<file path="src/rtl/pooling_pkg.sv">
// Shared state type, geometry defaults and width helper for the pooling input packer.
// DATA_WIDTH normally comes from global_define.v; a fallback is supplied when it is absent.
`ifndef DATA_WIDTH
`define DATA_WIDTH 8
`endif

package pooling_pkg;

    typedef enum logic [1:0] {
        IDLE   = 2'd0,
        ACTIVE = 2'd1,
        DONE   = 2'd2
    } packer_state_t;

    // Bits needed to index 0..value-1, never less than one bit.
    function automatic int unsigned logb2(input int unsigned value);
        int unsigned width;
        width = 1;
        for (int unsigned i = 1; i < 31; i++) begin
            if ((32'd1 << i) < value) width = i + 1;
        end
        return width;
    endfunction

    localparam int unsigned DEF_INPUT_SIZE     = 6;
    localparam int unsigned DEF_KERNEL_SIZE    = 2;
    localparam int unsigned DEF_TOTAL_FEATURE  = 4;

    localparam int unsigned POOL_ROW_WIDTH     = logb2(DEF_INPUT_SIZE);
    localparam int unsigned POOL_COL_WIDTH     = logb2(DEF_INPUT_SIZE);
    localparam int unsigned POOL_FEATURE_WIDTH = logb2(DEF_TOTAL_FEATURE);
    localparam int unsigned WORDS_PER_FRAME    =
        (DEF_INPUT_SIZE / DEF_KERNEL_SIZE) * DEF_INPUT_SIZE * DEF_TOTAL_FEATURE;

endpackage

</file>
<file path="src/rtl/pooling_pos_counter.sv">
// Cascaded column -> row -> feature position counter for one raster-ordered frame.
// Exposes the row/feature of the current pixel plus column-wrap and last-pixel flags.
module pooling_pos_counter
    import pooling_pkg::*;
#(
    parameter int unsigned INPUT_SIZE    = DEF_INPUT_SIZE,
    parameter int unsigned TOTAL_FEATURE = DEF_TOTAL_FEATURE,
    localparam int unsigned COL_WIDTH     = logb2(INPUT_SIZE),
    localparam int unsigned ROW_WIDTH     = logb2(INPUT_SIZE),
    localparam int unsigned FEATURE_WIDTH = logb2(TOTAL_FEATURE)
) (
    input  logic                     clk,
    input  logic                     rst_n,
    input  logic                     clear_i,
    input  logic                     en_i,
    output logic [ROW_WIDTH-1:0]     row_o,
    output logic [FEATURE_WIDTH-1:0] feature_o,
    output logic                     col_wrap_c,
    output logic                     last_pixel_c
);

    logic [COL_WIDTH-1:0]     col_q;
    logic [ROW_WIDTH-1:0]     row_q;
    logic [FEATURE_WIDTH-1:0] feat_q;
    logic                     row_last_c;
    logic                     feat_last_c;

    assign col_wrap_c   = (col_q == COL_WIDTH'(INPUT_SIZE - 1));
    assign row_last_c   = (row_q == ROW_WIDTH'(INPUT_SIZE - 1));
    assign feat_last_c  = (feat_q == FEATURE_WIDTH'(TOTAL_FEATURE - 1));
    assign last_pixel_c = col_wrap_c && row_last_c && feat_last_c;
    assign row_o        = row_q;
    assign feature_o    = feat_q;

    always_ff @(posedge clk or negedge rst_n) begin
        if (!rst_n) begin
            col_q  <= '0;
            row_q  <= '0;
            feat_q <= '0;
        end else if (clear_i) begin
            col_q  <= '0;
            row_q  <= '0;
            feat_q <= '0;
        end else if (en_i) begin
            if (col_wrap_c) begin
                col_q <= '0;
                if (row_last_c) begin
                    row_q  <= '0;
                    feat_q <= feat_last_c ? '0 : feat_q + 1'b1;
                end else begin
                    row_q <= row_q + 1'b1;
                end
            end else begin
                col_q <= col_q + 1'b1;
            end
        end
    end

endmodule

</file>
<file path="src/rtl/pooling_input_packer.sv">
// Packs KERNEL_SIZE adjacent conv pixels into one tagged word for the pooling channel.
// Optional sticky overrun flag when POOL_PACKER_OVERRUN_EN is defined.
module pooling_input_packer
    import pooling_pkg::*;
#(
    parameter int unsigned INPUT_SIZE    = DEF_INPUT_SIZE,
    parameter int unsigned KERNEL_SIZE   = DEF_KERNEL_SIZE,
    parameter int unsigned TOTAL_FEATURE = DEF_TOTAL_FEATURE,
    localparam int unsigned ROW_WIDTH     = logb2(INPUT_SIZE),
    localparam int unsigned FEATURE_WIDTH = logb2(TOTAL_FEATURE),
    localparam int unsigned DW            = `DATA_WIDTH
) (
    input  logic                        clk,
    input  logic                        rst_n,
    input  logic                        frame_start,
    input  logic                        pixel_valid,
    input  logic [DW-1:0]               pixel_in,
    output logic                        input_valid,
    output logic [KERNEL_SIZE*DW-1:0]   data_in,
    output logic [FEATURE_WIDTH-1:0]    feature_idx,
    output logic [ROW_WIDTH-1:0]        feature_row,
    output logic                        busy
`ifdef POOL_PACKER_OVERRUN_EN
    ,
    output logic                        overrun
`endif
);

    localparam int unsigned SLOT_WIDTH = logb2(KERNEL_SIZE);

    packer_state_t                    state_q;
    logic [KERNEL_SIZE-1:0][DW-1:0]   pack_q;
    logic [KERNEL_SIZE-1:0][DW-1:0]   pack_d;
    logic [SLOT_WIDTH-1:0]            slot_q;
    logic                             start_c;
    logic                             restart_c;
    logic                             accept_c;
    logic                             emit_c;
    logic                             col_wrap_c;
    logic                             last_pixel_c;
    logic [ROW_WIDTH-1:0]             row_c;
    logic [FEATURE_WIDTH-1:0]         feat_c;

    // A frame_start in ACTIVE wins over a same-cycle pixel.
    assign start_c   = (state_q == IDLE) && frame_start;
    assign restart_c = (state_q == ACTIVE) && frame_start;
    assign accept_c  = (state_q == ACTIVE) && pixel_valid && !frame_start;
    assign emit_c    = accept_c && (slot_q == SLOT_WIDTH'(KERNEL_SIZE - 1));

    always_comb begin
        pack_d         = pack_q;
        pack_d[slot_q] = pixel_in;
    end

    pooling_pos_counter #(
        .INPUT_SIZE    (INPUT_SIZE),
        .TOTAL_FEATURE (TOTAL_FEATURE)
    ) u_pos (
        .clk          (clk),
        .rst_n        (rst_n),
        .clear_i      (start_c || restart_c),
        .en_i         (accept_c),
        .row_o        (row_c),
        .feature_o    (feat_c),
        .col_wrap_c   (col_wrap_c),
        .last_pixel_c (last_pixel_c)
    );

    // Frame FSM, pack register and registered outputs. busy spans ACTIVE and
    // the DONE drain cycle so it falls right after the final word's pulse.
    always_ff @(posedge clk or negedge rst_n) begin
        if (!rst_n) begin
            state_q     <= IDLE;
            pack_q      <= '0;
            slot_q      <= '0;
            input_valid <= 1'b0;
            data_in     <= '0;
            feature_idx <= '0;
            feature_row <= '0;
            busy        <= 1'b0;
        end else begin
            input_valid <= 1'b0;
            case (state_q)
                IDLE: begin
                    if (frame_start) begin
                        state_q <= ACTIVE;
                        busy    <= 1'b1;
                        pack_q  <= '0;
                        slot_q  <= '0;
                    end
                end
                ACTIVE: begin
                    if (restart_c) begin
                        pack_q <= '0;
                        slot_q <= '0;
                    end else if (accept_c) begin
                        pack_q <= pack_d;
                        // Trailing columns that cannot fill a word are dropped at row wrap.
                        slot_q <= (emit_c || col_wrap_c) ? '0 : slot_q + 1'b1;
                        if (emit_c) begin
                            input_valid <= 1'b1;
                            data_in     <= pack_d;
                            feature_idx <= feat_c;
                            feature_row <= row_c;
                        end
                        if (last_pixel_c) state_q <= DONE;
                    end
                end
                DONE: begin
                    state_q <= IDLE;
                    busy    <= 1'b0;
                end
                default: begin
                    state_q <= IDLE;
                    busy    <= 1'b0;
                end
            endcase
        end
    end

`ifdef POOL_PACKER_OVERRUN_EN
    // Sticky flag for pixels arriving while no frame is open.
    always_ff @(posedge clk or negedge rst_n) begin
        if (!rst_n) begin
            overrun <= 1'b0;
        end else if (start_c || restart_c) begin
            overrun <= 1'b0;
        end else if (pixel_valid && (state_q != ACTIVE)) begin
            overrun <= 1'b1;
        end
    end
`endif

endmodule

</file>
<file path="config.mk">
export PLATFORM = sky130hd
export DESIGN_NAME = pooling_input_packer
export DESIGN_NICKNAME = d
export VERILOG_FILES = /design/src/rtl/pooling_pkg.sv /design/src/rtl/pooling_pos_counter.sv /design/src/rtl/pooling_input_packer.sv
export SDC_FILE = /design/constraint.sdc
export NUM_CORES = 1
export LEC_CHECK = 0
export ABC_AREA = 1
export BUFFER_PORTS_ARGS = -buffer_cell sky130_fd_sc_hd__buf_2
export CAP_MARGIN = 20
export CORE_ASPECT_RATIO = 0.9
export CORE_MARGIN = 1
export CORE_UTILIZATION = 45
export DETAILED_ROUTE_END_ITERATION = 16
export PLACE_DENSITY = 0.69
export SYNTH_ARGS = -nofsm -noshare
export SYNTH_HDL_FRONTEND = slang
export SYNTH_HIERARCHICAL = 1
export SYNTH_SLANG_ARGS = --single-unit
</file>
<file path="constraint.sdc">
create_clock -name clk -period 2.83 [get_ports clk]
set_input_delay 0.1415 -clock clk [delete_from_list [all_inputs] [get_ports clk]]
set_output_delay 0.1415 -clock clk [all_outputs]
set_load 0.03 [all_outputs]
</file>
==> metrics, run 1 <==
NumNets Final 297; CP arrival 1730 ps; Compound-Gate Fraction of Synth Area 2.50%; Yosys top cell area share 53.9%; largest net degree at the start of global routing 44; Core Rows 22; register share of total power 46.6%; clock share of power 28.4%; clk_lat worst skew 290 ps; routed len/inst 12.0 um; Hold WC Path Type primary input to asynchronous set/reset pin; gr ovfl total 0; Post-Syn Instances 252; Clock Path Buffers 2; Hold Buf Count CTS 0; Sw Share between 30% and 40%; FF+latch count, synth between 40 and 50; Seq/Total Area, Yosys 53.9%; post-DR vias/cell 4.80; Max Clock Freq about 640 MHz; share of layout cells above drive strength 1 20.7%; final hold slack -11.9 ps; RSZ-0062 raised after global routing false; kind of critical path flip-flop to flip-flop; drt initial violations 134; Slew Viols, Final 0; Max FO, Critical Path 34; failing checks hold timing; mux cell area share after synthesis 0%; Die Ht 65.2 um; TritonCTS clock tree done; Post-Syn Nets roughly 270; Final period util ~55%; Core ar. 4160 sq um; Placed Instance Area 2200 sq um; Switching Power 568 uW; Warnings, synthesis 6; Req. time, crit path 3010 ps; combinational share of power 25.0%; Num CTS Buffers 5; post-route design area 2320 sq um; H-tree depth 2; GRT Util Overall 19.9%; Vias ~1700; Fillers 405; cells resized by post-CTS repair 0; status finished with violations; pwr dens 716 nW/um^2; Simple-Gate Fraction of Synth Area a little over a third; post-layout util 55.7%; Syn Area/Cell 7.93 sq um; Adder-Cell Fraction of Synth Area 0.626%; Top Ports 35; clock sinks 43; Worst Skew roughly 8.1 ps; Die Span X 72.2 um; root buf cell clkbuf_8; worst slew pin tran 938 ps; DRC viols 0; post-route ant nets 0; fin crit period 1550 ps; antenna cells 0; main area contributors after synthesis dfrtp_1 54%, nand2_1 20%, nand3_1 8.8%; postcts setup bufs 0; Worst-path clk slew ~90 ps; Pint 1090 uW; Yosys top cell by area dfrtp_1; Synth Area in XOR/XNOR 0%; Critical Path Sink Type flip-flop; startpoint types flip-flop; die footprint approximately 4700 sq um; dpl hpwl 2900 um; First-pass DRT Iterations 4; Post-Route WL 4130 um; Pleak 0.00133 uW; post-synthesis cell type count 22; vias in the first global route 1548; global-route wire length before repair 7220 um; Slew HR ~37%; Synth Cell Area about 2000 sq um; most frequent cells in the layout 107 x nand2_1, 43 x dfrtp_1, 35 x nand3_1; Initial Util a little under 50%; gp weighted congestion 0.809; Hold Fails Final Rpt 30; largest family of logic cells by synthesized area simple AND/OR/NAND/NOR gates; Pwr Total 1660 uW; initial antenna violation count 0; IO buf count 34; most common cell after layout, fill and taps aside nand2_1; max cap viols 0; Max VDD drop 0.000439 V; Area Overhead vs Synth 15.9%; Final setup viols 0; setup TNS 0 ps
synth_stat cells:
master / count
nand2_4: 1
o21ai_1: 2
nand3_1: 35
or2_1: 1
nand4_1: 4
nor2_2: 3
clkinv_1: 2
o21ai_0: 5
clkbuf_1: 2
inv_2: 5
buf_2: 8
o31ai_1: 1
nor3_1: 3
o211ai_1: 1
ha_1: 1
inv_1: 12
dfrtp_1: 43
nand3_2: 2
nand2_2: 3
buf_4: 2
nand2_1: 107
nor2_1: 9
registers in the layout, indices dropped and copies added, names as in the netlist:
register,cells
feature_idx,2
u_pos/feature_o,2
state_q,2
slot_q,1
pack_q,9
u_pos/col_q,3
u_pos/row_o,3
busy,1
input_valid,1
data_in,16
feature_row,3
power by group through the flow:
stage / logic [uW] / registers (uW) / clock network (uW)
after detailed placement: 416 / 784 / 0
after floorplan: 153 / 915 / 0
after CTS: 418 / 773 / 481
final: 414 / 773 / 471
after global routing: 460 / 785 / 508
after global placement: 410 / 783 / 0
routing by layer:
layer / global-route usage [%] / routed length [um] / vias to the layer above / part of all wire, %
met4: 6.62 / 35 / 0 / 0.85
met1: 29.6 / 2160 / 759 / 52
met2: 29.0 / 1740 / 38 / 42
li1: - / - / 856 / -
met5: 0 / 0 / - / 0
met3: 3.83 / 186 / 4 / 4.5
critical path: stages, from the launching register on:
cell     delay [ps]
dfrtp_1         320
buf_4           310
nand4_1         370
buf_4           310
nand2_1          70
nand2_1          50
final cells by class:
cell class | count | area (sq um) | area share [%]
inverter | 19 | 71.3 | 3.08
timing repair buffer | 37 | 193 | 8.32
clock buffer | 5 | 68.8 | 2.97
clock inverter | 3 | 43.8 | 1.89
sequential | 43 | 1080 | 46.5
multi-input combinational | 178 | 788 | 34.0
tap | 60 | 75.1 | 3.24
stage by stage:
step	hold WS, ps	worst slack [ps]	instances
global placement	336	1290	337
floorplan	-154	1470	252
detailed placement	338	1270	337
global route	73.6	1100	345
finish	-11.9	1280	345
CTS	12.2	1270	345
path summary, 6_finish.rpt:
kind                       cells after the start        start  slack, ps              to
min in group clk                               2  frame_start        100      state_q[1]
max in group asynchronous                      1        rst_n       2260  u_pos/col_q[2]
max                                            5       slot_q       1280      data_in[6]
min reg2reg                                    2   data_in[0]        470      data_in[0]
min                                            1        rst_n        -10      data_in[3]
max reg2reg                                    5       slot_q       1280      data_in[6]
kinds of logic after synthesis:
family | Yosys count
flops | 43
buf+inv | 31
fa+ha+maj | 1
simple gates | 168
compound gates | 9
Note: power is estimated with default switching activity, not from simulation.
==> run 2: changes to the inputs <==
==> constraint.sdc (replaced) <==
create_clock -name clk -period 1.47 [get_ports clk]
set_input_delay 0.0735 -clock clk [delete_from_list [all_inputs] [get_ports clk]]
set_output_delay 0.0735 -clock clk [all_outputs]
set_load 0.03 [all_outputs]
==> metrics, run 2 (same netlist as run 1, synthesis figures left out) <==
Top Ports 35 (unchanged); die footprint 4710 sq um (unchanged); most common cell after layout, fill and taps aside nand2_1 (unchanged); Post-Route WL 4060 um (was 4130 um); Core ar. 4160 sq um (unchanged); Initial Util 48.1% (unchanged); Pleak 0.00134 uW (was 0.00133 uW); clock sinks 43 (unchanged); root buf cell clkbuf_8 (unchanged); startpoint types flip-flop (unchanged); Core Rows 22 (unchanged); Slew HR 64.9% (was 37.4%); worst slew pin tran 527 ps (was 938 ps); drt initial violations 122 (was 134); clk_lat worst skew 280 ps (was 290 ps); Final setup viols 0 (unchanged); status finished, final reports clean (was finished with violations); pwr dens 1280 nW/um^2 (was 716 nW/um^2); H-tree depth 2 (unchanged); post-route ant nets 0 (unchanged); Hold WC Path Type primary input to flip-flop (was primary input to asynchronous set/reset pin); max cap viols 0 (unchanged); gr ovfl total 0 (unchanged); Critical Path Sink Type flip-flop (unchanged); Hold Fails Final Rpt 0 (was 30); CP cell instances inv_2 > nand3_2 > nor2_4 > nor2_2 > inv_2 > nand3_1 > nand2_1 > nand2_1 (was buf_4 > nand4_1 > buf_4 > nand2_1 > nand2_1); Req. time, crit path 1640 ps (was 3010 ps); Slew Viols, Final 0 (unchanged); number of flip-flops in the largest register 16 (unchanged); dpl hpwl 2830 um (was 2900 um); fin crit period 1330 ps (was 1550 ps); initial antenna violation count 0 (unchanged); IO buf count 34 (unchanged); Area Overhead vs Synth 17.2% (was 15.9%); Top reg by flops data_in (unchanged); Num CTS Buffers 5 (unchanged); NumNets Final 302 (was 297); Fillers 405 (unchanged); largest net degree at the start of global routing 44 (unchanged); Max FO, Critical Path 8 (was 34); Die Span X 72.2 um (unchanged); DRC viols 0 (unchanged); vias in the first global route 1601 (was 1548); Max Clock Freq 754 MHz (was 645 MHz); Worst-path clk slew 80 ps (was 90 ps); Largest regs data_in (16), pack_q (9) (unchanged); Vias 1661 (was 1657); FF-to-FF path depth 8 (was 5); RSZ-0062 raised after global routing false (unchanged); TritonCTS clock tree done (unchanged); CP arrival 1490 ps (was 1730 ps); Clock Path Buffers 2 (unchanged); antenna cells 0 (unchanged); Max VDD drop 0.000685 V (was 0.000439 V); kind of critical path flip-flop to flip-flop (unchanged); Final period util 90.3% (was 54.8%); post-DR vias/cell 4.75 (was 4.80); Worst Skew 9.31 ps (was 8.10 ps); slowest cell delay on critical path 400 ps (was 370 ps); gp weighted congestion 0.821 (was 0.809); routed len/inst 11.6 um (was 12.0 um); postcts setup bufs 0 (unchanged); global-route wire length before repair 7420 um (was 7220 um); GRT Util Overall 20.3% (was 19.9%); First-pass DRT Iterations 4 (unchanged); Die Ht 65.2 um (unchanged); slowest CP cell dfrtp_1 (was nand4_1); post-layout util 56.4% (was 55.7%); final hold slack 37.8 ps (was -11.9 ps); most frequent cells in the layout 107 x nand2_1, 43 x dfrtp_1, 35 x nand3_1 (unchanged); share of layout cells above drive strength 1 21.4% (was 20.7%); WHS Path Cells 3; setup TNS 0 ps (unchanged)
## run 2: changes by cell type in the layout (fill, tap and decap cells not counted), sizes merged
cell | previous run | this run
buf | 37 | 41
bufinv | 1 | 0
clkbuf | 5 | 7
clkinv | 4 | 3
dlygate4sd3 | 0 | 1
## run 2: power breakdown
group          switching [uW]  internal [uW]
clock                     372            334
sequential                120           1370
combinational             570            240
## run 2: through the flow
| step | setup WS, ps | cell area (sq um) | power (uW) | std cells |
|---|---|---|---|---|
| floorplan | 113 | 2000 | 2060 | 252 |
| global placement | 171 | 2250 | 2300 | 341 |
| detailed placement | 123 | 2250 | 2320 | 341 |
| CTS | 104 | 2340 | 3020 | 350 |
| global route | 0.763 | 2340 | 3190 | 350 |
| finish | 143 | 2340 | 3000 | 350 |
## run 2: layout make-up
class	instances	area, sq um	share of cell area (%)
clock buffer	7	76.3	3.26
timing repair buffer	42	245	10.5
multi-input combinational	178	793	33.9
sequential	43	1080	45.9
clock inverter	1	5.00	0.214
tap	60	75.1	3.21
inverter	19	71.3	3.04
## run 2: routing by layer
layer	vias up	routed length [um]	global-route usage, %
met5	-	0	0
met4	0	25	4.66
met3	2	139	4.29
met2	35	1680	30.3
met1	758	2210	30.2
li1	866	-	-
## run 2: worst max-delay path, delay by kind of cell (launching register included)
kind	cells	cell delay, ps
buf+inv	2	220
simple gates	6	580
flops	1	400
## run 2: repair_timing
action                     in CTS  in global routing
gates resized for setup         0                  2
hold endpoints to repair       43                  0
hold buffers                    1                  0
setup endpoints to repair       0                  5
## run 2: path summary, 6_finish.rpt
path | from | slack, ps | to
hold / removal | pixel_in[2] | 40 | data_in[10]
hold reg to reg | data_in[10] | 470 | data_in[10]
setup / recovery | state_q[1] | 140 | u_pos/row_o[2]
setup reg to reg | state_q[1] | 140 | u_pos/row_o[2]
min in group asynchronous | rst_n | 380 | feature_row[1]
max in group asynchronous | rst_n | 720 | u_pos/feature_o[1]
==> run 3: changes to the inputs <==
--- a/config.mk
+++ b/config.mk
@@ -12,6 +12,7 @@
 export CORE_MARGIN = 1
 export CORE_UTILIZATION = 45
 export DETAILED_ROUTE_END_ITERATION = 16
+export GPL_TIMING_DRIVEN = 0
 export PLACE_DENSITY = 0.69
 export SYNTH_ARGS = -nofsm -noshare
 export SYNTH_HDL_FRONTEND = slang
==> metrics, run 3 (same netlist as run 1, synthesis figures left out) <==
TritonCTS clock tree done (unchanged); Vias 1715 (was 1661); hold_sp pixel_in[2] (unchanged); Worst Skew 3.38 ps (was 9.31 ps); Pleak 0.00139 uW (was 0.00134 uW); DRC viols 0 (unchanged); CP arrival 1560 ps (was 1490 ps); NumNets Final 311 (was 302); reg2reg start state_q[1] (unchanged); dpl hpwl 2920 um (was 2830 um); post-layout util 58.2% (was 56.4%); GRT Util Overall 19.3% (was 20.3%); routed len/inst 11.4 um (was 11.6 um); RR Endpoint u_pos/row_o[2] (unchanged); max cap viols 0 (unchanged); kind of critical path flip-flop to flip-flop (unchanged); Pint 2160 uW (was 1940 uW); initial antenna violation count 0 (unchanged); Placed Instance Area 2240 sq um (was 2250 sq um); Num CTS Buffers 5 (unchanged); most common cell after layout, fill and taps aside nand2_1 (unchanged); CP startpoint state_q[1] (unchanged); Hold Fails Final Rpt 0 (unchanged); setup TNS 0 ps (unchanged); antenna cells 0 (unchanged); Slew Viols, Final 0 (unchanged); Worst-path clk slew 80 ps (about the same); Slew HR 37.0% (was 64.9%); Core ar. 4160 sq um (unchanged); multi-input logic area 801 sq um (was 793 sq um); Placed Cells 346 (was 341); drt initial violations 92 (was 122); root buf cell clkbuf_8 (unchanged); WHS Path Cells 3 (unchanged); pwr dens 1340 nW/um^2 (was 1280 nW/um^2); Final setup viols 0 (unchanged); Die Span X 72.2 um (unchanged); Initial Util 48.1% (unchanged); Sw Share 33.4% (was 35.4%); Max FO, Critical Path 8 (unchanged); clock share of power 29.1% (was 23.5%); gr ovfl total 0 (unchanged); Post-Route WL 4100 um (was 4060 um); number of flip-flops in the largest register 16 (unchanged); First-pass DRT Iterations 4 (unchanged); FF-to-FF path depth 9 (was 8); status finished, final reports clean (unchanged); share of layout cells above drive strength 1 23.7% (was 21.4%); post-route design area 2420 sq um (was 2340 sq um); H-tree depth 2 (unchanged); Req. time, crit path 1660 ps (was 1640 ps); Top Ports 35 (unchanged); vias in the first global route 1510 (was 1601); Area Overhead vs Synth 21.1% (was 17.2%); Max Clock Freq 730 MHz (was 754 MHz); Final WS setup 101 ps (was 143 ps); Final period util 93.2% (was 90.3%); gp weighted congestion 0.751 (was 0.821); global-route wire length before repair 6940 um (was 7420 um); worst slew pin tran 945 ps (was 527 ps); R2R Setup Slk 100 ps (was 140 ps); IO buf count 34 (unchanged); Top reg by flops data_in (unchanged); Hold WC Path Type primary input to flip-flop (unchanged); Largest regs data_in (16), pack_q (9) (unchanged); Switching Power 1090 uW (was 1060 uW); Core Rows 22 (unchanged); Die Ht 65.2 um (unchanged); Clock Path Buffers 2 (unchanged); final cell count without fillers 359 (was 350); clock sinks 43 (unchanged); register area 1080 sq um (unchanged); Critical Path Sink Type flip-flop (unchanged); largest net degree at the start of global routing 44 (unchanged); clk_lat worst skew 290 ps (was 280 ps); Fillers 392 (was 405); pre-CTS setup slack -129 ps (was 123 ps); post-DR vias/cell 4.78 (was 4.75); Max VDD drop 0.000879 V (was 0.000685 V); most frequent cells in the layout 107 x nand2_1, 43 x dfrtp_1, 41 x buf_2 (was 107 x nand2_1, 43 x dfrtp_1, 35 x nand3_1); Min-Delay Endpoint data_in[10] (unchanged); die footprint 4710 sq um (unchanged); startpoint types flip-flop (unchanged); fin crit period 1370 ps (was 1330 ps); register share of total power 45.6% (was 49.5%); combinational share of power 25.3% (was 27.0%); post-route ant nets 0 (unchanged)
run 3: changes by cell type in the layout (fill, tap and decap cells not counted), sizes merged:
cell / change
buf: +7
bufinv: +1
clkbuf: +1
run 3: power groups by stage:
| stage | combinational, uW | sequential, uW | clock (uW) |
|---|---|---|---|
| floorplan | 294 | 1760 | 0 |
| CTS | 823 | 1480 | 976 |
| finish | 820 | 1480 | 946 |
| global route | 902 | 1510 | 1020 |
| detailed placement | 812 | 1500 | 0 |
| global placement | 804 | 1500 | 0 |
run 3: repair_timing:
item	in CTS	in global routing
endpoints found under the setup margin	7	18
gates resized for setup	3	2
pin swaps	0	2
buffers inserted	2	2
hold endpoints to repair	43	0
hold buffers	1	0
run 3: worst max path at each step:
stage                      to  cells past startpoint
6_report       u_pos/row_o[2]                      9
5_1_grt           data_in[11]                      6
4_1_cts        u_pos/row_o[2]                      9
3_5_place_dp   u_pos/row_o[2]                      9
3_3_place_gp   u_pos/row_o[2]                      9
2_1_floorplan  u_pos/row_o[2]                      9
run 3: metal layers:
| layer | vias to the layer above | track usage [%] | share of wire (%) |
|---|---|---|---|
| met5 | - | 0 | 0 |
| met1 | 781 | 28.3 | 51 |
| li1 | 884 | - | - |
| met4 | 0 | 6.62 | 1.2 |
| met3 | 6 | 4.60 | 5.1 |
| met2 | 44 | 27.8 | 43 |
run 3: worst max-delay path: stages (launching register included):
cell	delay [ps]
dfrtp_1	400
inv_2	110
nand3_4	100
nor2_4	140
buf_6	110
nor2_2	40
inv_2	120
nand3_1	110
nand2_1	70
nand2_1	50
run 3: cell type report:
cell class	instances	share of cell area, %
inverter	19	2.95
tap	60	3.10
clock buffer	6	3.41
timing repair buffer	39	8.69
sequential	43	44.5
multi-input combinational	178	33.1
buffer	12	2.84
clock inverter	2	1.45
run 3: stage by stage:
stage	hold WS, ps	total power [uW]
after floorplan	-222	2060
after global placement	285	2300
after detailed placement	277	2320
after CTS	22.7	3280
after global routing	38.3	3420
final	28.4	3250
